### src/rtl/ram_arbiter.sv
// Single-port data RAM arbiter: fetch vs load/store with starvation guard and 1-cycle response routing.
// Optional misalignment checking is enabled by defining MISALIGN_CHECK_EN.
package ram_arbiter_pkg;
  typedef enum logic [1:0] {
    BYTE      = 2'd0,
    HALF_WORD = 2'd1,
    WORD      = 2'd2
  } ram_size_e;
endpackage

module ram_arbiter
  import ram_arbiter_pkg::*;
#(
  parameter int STARVE_MAX = 4
) (
  input  logic        clk_i,
  input  logic        rst_ni,
  input  logic        if_req_i,
  input  logic [31:0] if_addr_i,
  output logic        if_gnt_o,
  output logic        if_rvalid_o,
  output logic [31:0] if_rdata_o,
  output logic        if_err_o,
  input  logic        lsu_req_i,
  input  logic        lsu_we_i,
  input  logic [31:0] lsu_addr_i,
  input  ram_size_e   lsu_size_i,
  input  logic        lsu_unsigned_i,
  input  logic [31:0] lsu_wdata_i,
  output logic        lsu_gnt_o,
  output logic        lsu_rvalid_o,
  output logic [31:0] lsu_rdata_o,
  output logic        lsu_err_o,
  output logic [31:0] ram_address_o,
  output logic        ram_unsigned_o,
  output ram_size_e   ram_size_o,
  output logic [31:0] ram_data_o,
  output logic        ram_wr_enable_o,
  input  logic [31:0] ram_output_i
);

  localparam int CW = $clog2(STARVE_MAX + 1);

  typedef enum logic [1:0] {
    RESP_NONE = 2'd0,
    RESP_IF   = 2'd1,
    RESP_LSU  = 2'd2
  } resp_e;

  resp_e          resp_q, resp_d;
  logic           err_q, err_d;
  logic [CW-1:0]  starve_cnt;
  logic           grant_if, grant_lsu, misaligned;

  // Outputs are gated by rst_ni so nothing is granted while reset is held.
  always_comb begin
    grant_if  = rst_ni && if_req_i &&
                ((starve_cnt == CW'(STARVE_MAX)) || !lsu_req_i);
    grant_lsu = rst_ni && lsu_req_i && !grant_if;
  end

`ifdef MISALIGN_CHECK_EN
  always_comb begin
    misaligned = 1'b0;
    if (grant_if) begin
      misaligned = (if_addr_i[1:0] != 2'b00);
    end else if (grant_lsu) begin
      case (lsu_size_i)
        HALF_WORD: misaligned = lsu_addr_i[0];
        WORD:      misaligned = (lsu_addr_i[1:0] != 2'b00);
        default:   misaligned = 1'b0;
      endcase
    end
  end
`else
  assign misaligned = 1'b0;
`endif

  // Misaligned accesses are granted but the RAM sees an idle drive.
  always_comb begin
    ram_address_o   = '0;
    ram_size_o      = WORD;
    ram_unsigned_o  = 1'b0;
    ram_data_o      = '0;
    ram_wr_enable_o = 1'b0;
    if (grant_if && !misaligned) begin
      ram_address_o = if_addr_i;
    end else if (grant_lsu && !misaligned) begin
      ram_address_o   = lsu_addr_i;
      ram_size_o      = lsu_size_i;
      ram_unsigned_o  = lsu_unsigned_i;
      ram_data_o      = lsu_wdata_i;
      ram_wr_enable_o = lsu_we_i;
    end
  end

  always_comb begin
    resp_d = RESP_NONE;
    err_d  = misaligned;
    if (grant_if) begin
      resp_d = RESP_IF;
    end else if (grant_lsu && (!lsu_we_i || misaligned)) begin
      resp_d = RESP_LSU;
    end
  end

  always_ff @(posedge clk_i or negedge rst_ni) begin
    if (!rst_ni) begin
      resp_q     <= RESP_NONE;
      err_q      <= 1'b0;
      starve_cnt <= '0;
    end else begin
      resp_q <= resp_d;
      err_q  <= err_d;
      if (!if_req_i || grant_if) begin
        starve_cnt <= '0;
      end else if (starve_cnt != CW'(STARVE_MAX)) begin
        starve_cnt <= starve_cnt + CW'(1);
      end
    end
  end

  always_comb begin
    if_gnt_o     = grant_if;
    lsu_gnt_o    = grant_lsu;
    if_rvalid_o  = rst_ni && (resp_q == RESP_IF);
    lsu_rvalid_o = rst_ni && (resp_q == RESP_LSU);
    if_err_o     = if_rvalid_o && err_q;
    lsu_err_o    = lsu_rvalid_o && err_q;
    if_rdata_o   = (if_rvalid_o && !err_q) ? ram_output_i : '0;
    lsu_rdata_o  = (lsu_rvalid_o && !err_q) ? ram_output_i : '0;
  end

endmodule

### config.mk
export PLATFORM = sky130hd
export DESIGN_NAME = ram_arbiter
export DESIGN_NICKNAME = d
export VERILOG_FILES = /design/src/rtl/ram_arbiter.sv
export SDC_FILE = /design/constraint.sdc
export NUM_CORES = 1
export LEC_CHECK = 0
export BUFFER_PORTS_ARGS = -buffer_cell sky130_fd_sc_hd__clkbuf_2
export CORE_AREA = 2 2 105 107
export DETAILED_ROUTE_END_ITERATION = 6
export DIE_AREA = 0 0 107 109
export GPL_TIMING_DRIVEN = 1
export MAX_ROUTING_LAYER = met4
export SYNTH_ARGS = -nofsm -noshare
export SYNTH_HDL_FRONTEND = slang
export SYNTH_SLANG_ARGS = --single-unit
### constraint.sdc
create_clock -name clk_i -period 3.5 [get_ports clk_i]
set_clock_uncertainty 0.1 [all_clocks]
set_input_delay 0.525 -clock clk_i [delete_from_list [all_inputs] [get_ports clk_i]]
set_output_delay 0.525 -clock clk_i [all_outputs]
set_load 0.005 [all_outputs]
# After elaboration in Yosys (flattened, before gate mapping)
# Cells that the tools add are included.
[totals]
regBits = 5
input_bits = 136
[classes]
addsub = 1
eq_ne = 4
n_mux = 16
n_reduce_logical = 14
[op_table]
columns = ["op", "n"]
rows = [
  ["$mux W32", 6],
  ["$mux W2", 4],
  ["$logic_and A1 B1 Y1", 7],
  ["$mux W3", 2],
  ["$logic_not A1 Y1", 4],
  ["$mux W1", 4],
  ["$add A3 B1 Y3 const B", 1],
  ["$eq A3 B3 Y1 const B", 1],
  ["$ne A3 B3 Y1 const B", 1],
  ["$eq A2 B1 Y1 const B", 1],
  ["$eq A2 B2 Y1 const B", 1],
  ["$logic_or A1 B1 Y1", 2],
  ["$reduce_bool A2 Y1", 1],
]

# Depth between registers and ports, before layout
[depth]
word_depth = 8
depth_mapped = 7

# Worst setup path before layout
# Ideal clock, no wire load.
[synth_path]
path_kind = "flip-flop to output port"
from = "register starve_cnt[0]"
to = "output port ram_address_o[12]"
arrival_ps = 1427
t_required_ps = 2875
path_slack_ps = 1448
path_stages_with_launch = 7
path_cell_list = "dfrtp_1 inv_1 ha_1 nand2_4 a211oi_4 buf_6 a22o_1"
[synth_between]
elab_chain_cells = 7
[synth_lines]
columns = ["item", "line_no", "source"]
rows = [
  ["from (decl)", "52", "logic [CW-1:0] starve_cnt;"],
  ["from (signal assigned)", "118", "starve_cnt <= starve_cnt + CW'(1);"],
  ["$eq A3 B3 Y1 (*)", "58", "((starve_cnt == CW'(STARVE_MAX)) || !lsu_req_i);"],
  ["$logic_or A1 B1 Y1 (*)", "58", ""],
  ["$logic_and A1 B1 Y1 (*)", "57", "grant_if = rst_ni && if_req_i &&"],
  ["net if_gnt_o", "20", "output logic if_gnt_o,"],
  ["$logic_not A1 Y1", "59", "grant_lsu = rst_ni && lsu_req_i && !grant_if;"],
  ["$logic_and A1 B1 Y1", "59", ""],
  ["$mux W32", "88", "end else if (grant_lsu && !misaligned) begin"],
  ["$mux W32 (*)", "86", "if (grant_if && !misaligned) begin"],
  ["to (decl)", "34", "output logic [31:0] ram_address_o,"],
]
# The timed path passes the listed nets; every way through them passes the cells marked *.

# Worst setup path after layout
[layout_path]
from = "register starve_cnt[0]"
to = "output port ram_address_o[27]"
[layout_between]
elab_chain_cells = 7
[layout_lines]
columns = ["item", "line_no"]
rows = [
  ["$eq A3 B3 Y1 (*)", "58"],
  ["$logic_or A1 B1 Y1 (*)", "58"],
  ["$logic_and A1 B1 Y1 (*)", "57"],
  ["$logic_not A1 Y1", "59"],
  ["$logic_and A1 B1 Y1", "59"],
  ["$mux W32", "88"],
  ["$mux W32 (*)", "86"],
]
# Mark *: on every way between the ends. The rest lies on a longest branch, timed or not.

==> flow_metrics.py <==
metrics = {
    "clocking": {
        "clk_pin_slew_worst_paths_ns": 0.04,
        "cts_tree": "built",
        "ctsRootBufferMaster": "clkbuf_8",
        "cts_setup_buffers": 0,
        "htree_levels": 1,
        "ctsHoldBuffers": 0,
        "cts.sinks": 5,
        "cts_buffer_depth": 2,
        "clk_latency_ns": 0.22,
        "post_cts_resized": 0,
        "cts_buffers": 3,
    },
    "grt": {
        "antenna_found_initial": 0,
        "grt_overflow": 0,
        "grt_pass1_wl_um": 10200,
        "grt_usage_pct": 11.3,
        "grt_pass1_vias": 1994,
        "grt_max_degree": 71,
    },
    "placed_design": {
        "gp_congestion": 0.902,
        "dp_cells": 580,
        "place_area_um2": 2790,
        "portBuffers": 271,
        "place_hpwl_um": 6740,
        "place_ws_ns": 1.02,
    },
    "worst_setup_path": {
        "crit_buf_inv": 3,
        "path_cells": "inv_1 -> ha_1 -> nand2_4 -> o211a_2 -> buf_4 -> a22o_1 -> clkbuf_2",
        "critPathRequiredTime_ns": 2.87,
        "startpoint_type": "flip-flop",
        "critPathKind": "reg2out",
        "rrSetupSlack_ns": 1.71,
        "cp_max_fo": 70,
        "worstSetupEndpointType": "output pin",
        "critPathSlowestCell": "buf_4",
        "arrival_ns": 2.06,
        "max_stage_delay_ns": 0.46,
        "cp_top_family": "buffers and inverters",
    },
    "floorplanning": {
        "io_pins": 274,
        "die_area_um2": 11700,
        "start_util_pct": 12.9,
        "dieHeight_um": 109,
        "fp.coreArea_um2": 10600,
        "fp.dieW_um": 107,
        "rows": 38,
    },
    "layout": {
        "diodes": 0,
        "multi_input_area_um2": 1090,
        "fillCellCount": 1186,
        "fin_util_pct": 26.8,
        "drive_gt1_share_pct": 66.2,
        "nets": 583,
        "area_growth_pct": 107,
        "final_cells": 584,
        "regArea_um2": 125,
        "postLayoutCellArea_um2": 2840,
    },
    "logic_synthesis": {
        "netlist_instances": 183,
        "synth.yosys.warnings": 0,
        "synth_enable_flop_cells": 0,
        "synth_area_um2": 1370,
        "netlist_top_cells_count": "99 x and2_1, 24 x a22o_1, 8 x a22o_2, 8 x buf_6",
        "synth_top_area_share_pct": 45.2,
        "synth_seq_cells": 5,
        "synth_cell_types": 29,
        "seq_area_frac_synth_pct": 9.12,
        "avgSynthCellArea_um2": 7.49,
        "synth_top_cell_by_area": "and2_1",
        "synth_area_leaders": "and2_1 45%, a22o_1 15%, dfrtp_1 9.1%, buf_6 6.6%, a22o_2 5.8%",
        "ys_async_sr_fraction_pct": 100,
        "synth_most_common_cell": "and2_1",
        "yosys_most_used_dff": "dfrtp_1",
    },
    "hold_path": {
        "hold_path_class": "in2async",
    },
    "drt": {
        "routed_via_density": 3.97,
        "drt_iter0_drc": 60,
        "drc": 0,
        "wl_um": 7520,
        "antenna_left": 0,
        "vias": 2316,
        "wl_per_cell_um": 12.9,
        "drtPass1Iterations": 4,
    },
    "timing": {
        "worst_slew_pin_slew_ns": 0.570,
        "setup_slack_ns": 0.816,
        "max_freq_mhz": 373,
        "final.period_utilization_pct": 76.7,
        "slew_viol_final": 0,
        "fin_hold_ws_ns": 0.0590,
        "setup_viol": 0,
        "fin_setup_tns_ns": 0,
        "min_period_ns": 2.68,
        "rsz0062_at_grt": "no",
        "hold_viol": 0,
        "relSlewSlack_pct": 62.0,
    },
    "power": {
        "ir_drop_mv": 0.0870,
        "leakage_nw": 1.79,
        "p_total_mw": 0.403,
        "power.density_nw_per_um2": 142,
    },
    "status": {
        "outcome": "finished clean",
    },
    "job": {
        "maxCapViolations": 0,
    },
}
## routing by layer
metal	GRT usage (%)	vias up	wire length, um	share of wire [%]
met5	-	-	0	0
met4	1.39	0	14	0.19
met3	1.49	2	673	9.0
met2	21.0	150	3930	52
met1	13.3	1033	2900	39
li1	-	1131	-	-
## flip-flops by register name (all words and copies together), names as in the netlist
signal,count
starve_cnt,3
resp_q,2
## cell usage in the layout (no fill, tap or decap), types with 3 or more instances in the layout
| cell type | n |
|---|---|
| a22o_2 | 8 |
| dfrtp_1 | 5 |
| buf_4 | 4 |
| and2_1 | 99 |
| clkbuf_8 | 3 |
| clkbuf_2 | 271 |
| inv_1 | 3 |
| a22o_1 | 24 |
## power by group
| part | internal [mW] | switching (mW) | total (mW) |
|---|---|---|---|
| clock | 0.0781 | 0.0269 | 0.105 |
| combinational | 0.128 | 0.105 | 0.234 |
| sequential | 0.0618 | 0.00230 | 0.0641 |
## logic make-up (layout without fill, tap and decap cells)
family	Yosys count	count (layout)	synth area share, %
compound gates	38	38	25.2
fa+ha+maj	2	2	1.82
simple gates	114	114	52.0
flops	5	5	9.12
other cells	1	2	0.273
buf+inv	23	283	11.6
## cell type report
class                           instances  share of cell area [%]
Inverter                                4                   0.529
Tap cell                              140                    6.17
Clock buffer                            4                    1.59
Sequential cell                         5                    4.41
Multi-Input combinational cell        156                    38.4
Timing Repair Buffer                  275                    48.9
## path summary, 6_finish.rpt
check	from	endpoint	cells after the start
max	starve_cnt[0]	ram_address_o[27]	7
min	rst_ni	starve_cnt[2]	1
max reg2reg	starve_cnt[0]	resp_q[1]	6
min reg2reg	starve_cnt[2]	starve_cnt[2]	3
max in group asynchronous	rst_ni	starve_cnt[1]	1
min in group clk_i	lsu_we_i	resp_q[1]	2
Power figures use the tool's default switching activity.
